File: src/rtl/euler_step_accumulator.sv
// euler_step_accumulator: fixed-length explicit Euler integrator with saturating 9-bit state
module euler_step_accumulator #(
  parameter int unsigned       STEPS = 64,
  parameter int unsigned       SHIFT = 3,
  parameter logic signed [8:0] INIT  = 9'sd0
) (
  input  logic              system1000,
  input  logic              system1000_rst,
  input  logic              start,
  input  logic signed [8:0] deriv_i,
  input  logic              deriv_valid,
  output logic              deriv_ready,
  output logic signed [8:0] state_o,
  output logic              state_valid,
  output logic [15:0]       step_o,
  output logic              sat_o,
  output logic              done
);
  typedef enum logic [1:0] {IDLE, RUN, DONE} fsm_t;
  localparam logic [15:0] LAST = 16'(STEPS - 1);
  fsm_t              fsm_q, fsm_d;
  logic signed [8:0] state_q, state_d, inc;
  logic signed [9:0] sum;
  logic [15:0]       step_q, step_d;
  logic              sat_q, sat_d, valid_q, valid_d, accept, ovf;
  // candidate Euler update; sum bits 9:8 disagreeing means it left the 9-bit range
  always_comb begin
    inc    = deriv_i >>> SHIFT;
    sum    = {state_q[8], state_q} + {inc[8], inc};
    ovf    = sum[9] ^ sum[8];
    accept = (fsm_q == RUN) && deriv_valid;
  end
  // next state: (re)load on start outside RUN, one saturating step per accept
  always_comb begin
    fsm_d   = fsm_q;
    state_d = state_q;
    step_d  = step_q;
    sat_d   = sat_q;
    valid_d = 1'b0;
    if ((fsm_q != RUN) && start) begin
      fsm_d   = RUN;
      state_d = INIT;
      step_d  = '0;
      sat_d   = 1'b0;
    end else if (accept) begin
      state_d = !ovf ? sum[8:0] : sum[9] ? 9'h100 : 9'h0ff;
      sat_d   = sat_q | ovf;
      step_d  = step_q + 16'd1;
      valid_d = 1'b1;
      fsm_d   = (step_q == LAST) ? DONE : RUN;
    end
  end
  // state registers; reset clears the run and discards any in-flight sample
  always_ff @(posedge system1000 or posedge system1000_rst) begin
    if (system1000_rst) begin
      fsm_q   <= IDLE;
      state_q <= '0;
      step_q  <= '0;
      sat_q   <= 1'b0;
      valid_q <= 1'b0;
    end else begin
      fsm_q   <= fsm_d;
      state_q <= state_d;
      step_q  <= step_d;
      sat_q   <= sat_d;
      valid_q <= valid_d;
    end
  end
  assign deriv_ready = fsm_q == RUN;
  assign done        = fsm_q == DONE;
  assign state_o     = state_q;
  assign state_valid = valid_q;
  assign step_o      = step_q;
  assign sat_o       = sat_q;
endmodule

File: config.mk
export PLATFORM = sky130hd
export DESIGN_NAME = euler_step_accumulator
export DESIGN_NICKNAME = d
export VERILOG_FILES = /design/src/rtl/euler_step_accumulator.sv
export SDC_FILE = /design/constraint.sdc
export NUM_CORES = 1
export LEC_CHECK = 0
export CORE_MARGIN = 5
export CORE_UTILIZATION = 49
export DETAILED_ROUTE_END_ITERATION = 8
export HOLD_SLACK_MARGIN = 0.02
export PLACE_DENSITY = 0.83
export SETUP_SLACK_MARGIN = 0.02
export SLEW_MARGIN = 10
export SYNTH_ARGS = -nofsm -noshare
export SYNTH_HDL_FRONTEND = slang
export SYNTH_SLANG_ARGS = --single-unit
File: constraint.sdc
create_clock -name system1000 -period 2.8 [get_ports system1000]
set_input_delay 0.28 -clock system1000 [delete_from_list [all_inputs] [get_ports system1000]]
set_output_delay 0.28 -clock system1000 [all_outputs]
set_load 0.02 [all_outputs]
-- Word level (Yosys, flattened, before mapping)
Cells that the tools add are included.
- register bits after elaboration: 29
- input bits: 13
- output and inout bits: 29
- word-level logic and storage cells: 29
- $add $sub $neg: 2
- equality and inequality tests: 4
- muxes and demuxes: 13
- bitwise logic cells: 2
- reduce and logical (&&, ||, !) cells: 3
- operator list (cell ; number):
    9-bit 2-to-1 mux ; 4
    16-bit 2-to-1 mux ; 2
    16-bit by 1-bit adder with 16-bit output, second input constant ; 1
    16-bit by 6-bit equality test with 1-bit output, second input constant ; 1
    9-bit by 6-bit adder with 10-bit output ; 1
    2-bit 2-to-1 mux ; 3
    1-bit 2-to-1 mux ; 4
    2-bit by 1-bit equality test with 1-bit output, second input constant ; 1
    2-bit equality test, second input constant ; 1
    1-bit logical AND ; 2
    2-bit by 1-bit inequality test with 1-bit output, second input constant ; 1
    2-bit nonzero test ; 1
    1-bit OR ; 1
    1-bit XOR ; 1

-- Depth between registers and ports, before layout
Gate-level depths: netlist (run 1).
- word-level depth: 5
- depth in mapped cells: 8
- mapped depth without buffers: 8

-- Worst setup path before layout (run 1)
No wires, ideal clock.
- path type: register -> register
- start point: register state_q[0], in the netlist state_o[0]
- end point: register state_q[0], in the netlist state_o[0]
- setup time: 0.080 ns
- data arrival time: 2.478 ns
- data required time: 2.720 ns
- path slack: 0.241 ns
- cell stages (with the launch flop): 9
- buffers on the path: 0
- clock period less this slack: 2.559 ns
- path through: dfrtp_1 ha_1 fa_1 a211oi_2 nor2_1 o311a_1 or4b_1 nand3_1 a2bb2oi_1
- longest elaborated chain between the ends: 5
- elaborated cells between the ends (all ways): 6
- classes of those cells: add/sub (1); mux (4); bitwise (1)
- RTL lines (element ; RTL line ; RTL):
    start, declared ; 22 ; logic signed [8:0] state_q, state_d, inc;
    start signal, assigned ; 63 ; state_q <= state_d;
    9-bit by 6-bit adder with 10-bit output * ; 29 ; sum = {state_q[8], state_q} + {inc[8], inc};
    9-bit 2-to-1 mux or 1-bit XOR (tied branches) ; 46, 30 ;
    9-bit 2-to-1 mux * ; 46 ; state_d = !ovf ? sum[8:0] : sum[9] ? 9'h100 : 9'h0ff;
    9-bit 2-to-1 mux * ; 45 ; end else if (accept) begin
    9-bit 2-to-1 mux * ; 40 ; if ((fsm_q != RUN) && start) begin
Every way passes the cells marked *; elsewhere a longest branch is shown, timed or not. The select of a mux whose other input is x is not followed.
A chain may end at the register's enable or synchronous reset.

-- Worst setup path in the final report (run 1)
- start point: register state_q[0], in the netlist state_o[0]
- end point: register state_q[7], in the netlist state_o[7]
Same word-level chain as after synthesis.

==> impl_metrics.toml, run 1 <==
[setup_path]
path_buf_inv = 1
start_kind = "flip-flop"
path_max_fanout = 7
cp_slowest_stage_delay_ns = 0.41
cp-end-kind = "flip-flop"
critical_path_class = "flip-flop to flip-flop"
path_cells = "ha_1, fa_1, a211oi_2, nor2_1, o311a_1, buf_4, xnor2_1, nand2b_1, a32oi_1"
crit_slowest_cell = "dfrtp_1"
cp_top_family = "compound AO/OA/AOI/OAI gates"
worst_ep_required_time_ns = 3.03
arrival_ns = 2.74

[floorplanning]
dieArea_um2 = 4810
dieWidth_um = 69.4
die_h_um = 69.4
start_util_pct = 51.3
io_pins = 42
std_cell_rows = 21
core_area_um2 = 3360

[detailed_routing]
wl_mm = 3.82
vias_per_cell = 5.50
via_count = 1506
drc_errors = 0
wl_per_cell_um = 13.9
drtIter0Drc = 68
drt_pre_antenna_iters = 4
ant_nets = 0

[logic_synthesis]
synthFlopType = "dfrtp_1"
syn_area_um2 = 1730
ys_async_sr_fraction_pct = 100
ys_ff_latch = 29
seq_area_frac_synth_pct = 42.0
synth_edf_count = 0
yosysUniqueCellTypes = 41
synth_cells = 178
synth_nets = 202
avgSynthCellArea_um2 = 9.70
yosys_warnings = 0

[clock_tree]
cts_root_buf = "clkbuf_4"
hold_buffers = 0
clockBufferDepth = 2
cts_setup_buffers = 0
cts_resized = 0
htree_levels = 2
clock_latency_ns = 0.32
tritoncts = "yes"
cts_num_sinks = 29
cts_buffers = 5
path_clk_slew_ns = 0.10

[sta]
relSlewSlack_pct = 74.1
period_needed_ns = 2.51
fin_crit_sh_pct = 89.7
rsz0062_at_grt = "no"
setup_viol = 0
hold_violations = 0
hold_ws_ns = 0.324
fin_worst_skew_ns = 0.0110
fmax_mhz = 398
tightest_slew_ns = 0.385
slew_violations = 0

[global_route]
overflow = 0
grt_pass1_vias = 1459
antenna_found_initial = 0
grt_pass1_wl_mm = 6.71
grt_max_degree = 30
track_usage_pct = 16.7

[worst_hold_path]
hold_path.class = "primary input to async pin"

[cells_and_area]
finish.net_count = 251
stdcell_count = 274
fillers = 298
final_common_cell = "clkdlybuf4s50_1"
drive_gt1_share_pct = 10.1
syn_to_final_growth_pct = 30.9
antenna_cells = 0
final_cell_mix = "38 x clkdlybuf4s50_1, 29 x dfrtp_1, 21 x nor2_1"
fin_area_um2 = 2260

[pwr]
swShare_pct = 41.7
max-vdd-ir-drop_v = 0.000542
p_comb_share_pct = 56.7
internal_power_mw = 1.20
p_leak_nw = 0.987
netSwitchingPower_mw = 0.856
pwr-share-seq_pct = 31.6
pwr-share-clk_pct = 11.7
p_per_area_nw_per_um2 = 908

[place]
routabilityCongestion = 0.825
dp.cells = 266
io_buffers = 38
dpl-instance-area_um2 = 2210
hpwl_mm = 2.79

[run]
drv_cap = 0

[run_status]
status = "finished, final reports clean"
-- layer usage --
metal  global-route usage [%]  vias up  share of wire, %
li1                         -      749                 -
met1                     22.9      713                48
met2                     26.6       42                47
met3                     4.49        2               4.6
met4                     3.25        0              0.60
met5                        0        -                 0
-- power groups by stage --
stage,Sequential (mW),Clock [mW],Combinational (mW)
after floorplan,0.772,0,0.642
after global placement,0.654,0,1.14
after detailed placement,0.658,0,1.16
after CTS,0.650,0.250,1.17
after global routing,0.674,0.267,1.28
final,0.648,0.240,1.16
-- cells by family (layout without fill, tap and decap cells) --
group,count (synthesis),in the layout,share of synthesized area (%)
AO/OA/AOI/OAI,45,45,19.1
XOR/XNOR,18,18,9.13
adder cells (fa/ha/maj),11,11,8.41
buffers and inverters,8,58,1.81
flip-flops,29,29,42.0
AND/OR/NAND/NOR,67,67,19.5
-- worst min-delay path: cells and delay by family --
family | cells | cell delay (ns)
buf+inv | 3 | 0.79
-- final timing paths --
path                           startpoint          to  slack (ns)  depth (start not counted)
max                            state_o[0]  state_o[7]        0.29                          9
min                        system1000_rst  state_o[1]        0.32                          3
max reg2reg                    state_o[0]  state_o[7]        0.29                          9
min reg2reg                    state_o[8]  state_o[8]        0.54                          1
max in group asynchronous  system1000_rst   step_o[1]        2.20                          3
min in group system1000        state_o[8]  state_o[8]        0.54                          1
-- cell usage after synthesis, types with 2 or more instances --
cell type / instances / area share (%)
a2bb2oi_1: 2 / 1.0
or3_1: 3 / 1.1
nor2_1: 21 / 4.6
nand4_1: 4 / 1.4
a22oi_1: 2 / 0.87
nand3b_1: 2 / 0.87
clkbuf_1: 3 / 0.65
a21oi_1: 12 / 3.5
xor2_1: 11 / 5.6
a211oi_2: 2 / 1.4
nand2b_1: 3 / 1.1
o21ai_0: 7 / 2.0
ha_1: 10 / 7.2
a21o_1: 3 / 1.3
nand2_1: 17 / 3.7
xnor2_1: 7 / 3.6
a21o_2: 2 / 1.0
dfrtp_1: 29 / 42
and2_1: 2 / 0.72
inv_1: 3 / 0.65
and4_1: 3 / 1.5
nand4b_1: 2 / 1.0
nand3_1: 4 / 1.2
a211oi_1: 3 / 1.3
nor3_1: 2 / 0.58
a32oi_1: 4 / 2.0
-- flip-flops by register name (all words and copies together), names as in the netlist --
signal,cells
step_o,16
state_o,9
fsm_q,2
sat_o,1
state_valid,1
-- cell type report --
type | instances | area (µm²) | area share, %
Multi-Input combinational cell | 141 | 970 | 42.9
Sequential cell | 29 | 726 | 32.1
Timing Repair Buffer | 46 | 440 | 19.5
Tap cell | 46 | 57.6 | 2.55
Clock buffer | 6 | 41.3 | 1.83
Inverter | 4 | 15.0 | 0.664
Clock inverter | 2 | 10.0 | 0.443
-- per-stage QoR --
step	power, mW	worst slack, ns	utilization [%]	TNS, ns
2_1_floorplan	1.41	0.241	-	0
3_3_place_gp	1.79	0.0241	65.7	0
3_5_place_dp	1.82	-0.0159	65.7	-0.0329
4_1_cts	2.07	0.262	67.2	0
5_1_grt	2.22	0.140	67.2	0
6_report	2.05	0.289	67.2	0
No activity file was read; power rests on OpenSTA's default activity.
==> run 2, diff against run 1 <==
--- a/config.mk
+++ b/config.mk
@@ -7,6 +7,7 @@
 export LEC_CHECK = 0
 export CORE_MARGIN = 5
 export CORE_UTILIZATION = 49
+export CTS_CLUSTER_SIZE = 40
 export DETAILED_ROUTE_END_ITERATION = 8
 export HOLD_SLACK_MARGIN = 0.02
 export PLACE_DENSITY = 0.83
==> results of run 2 <==
Final layout, timing and power as in run 1 (identical DEF).
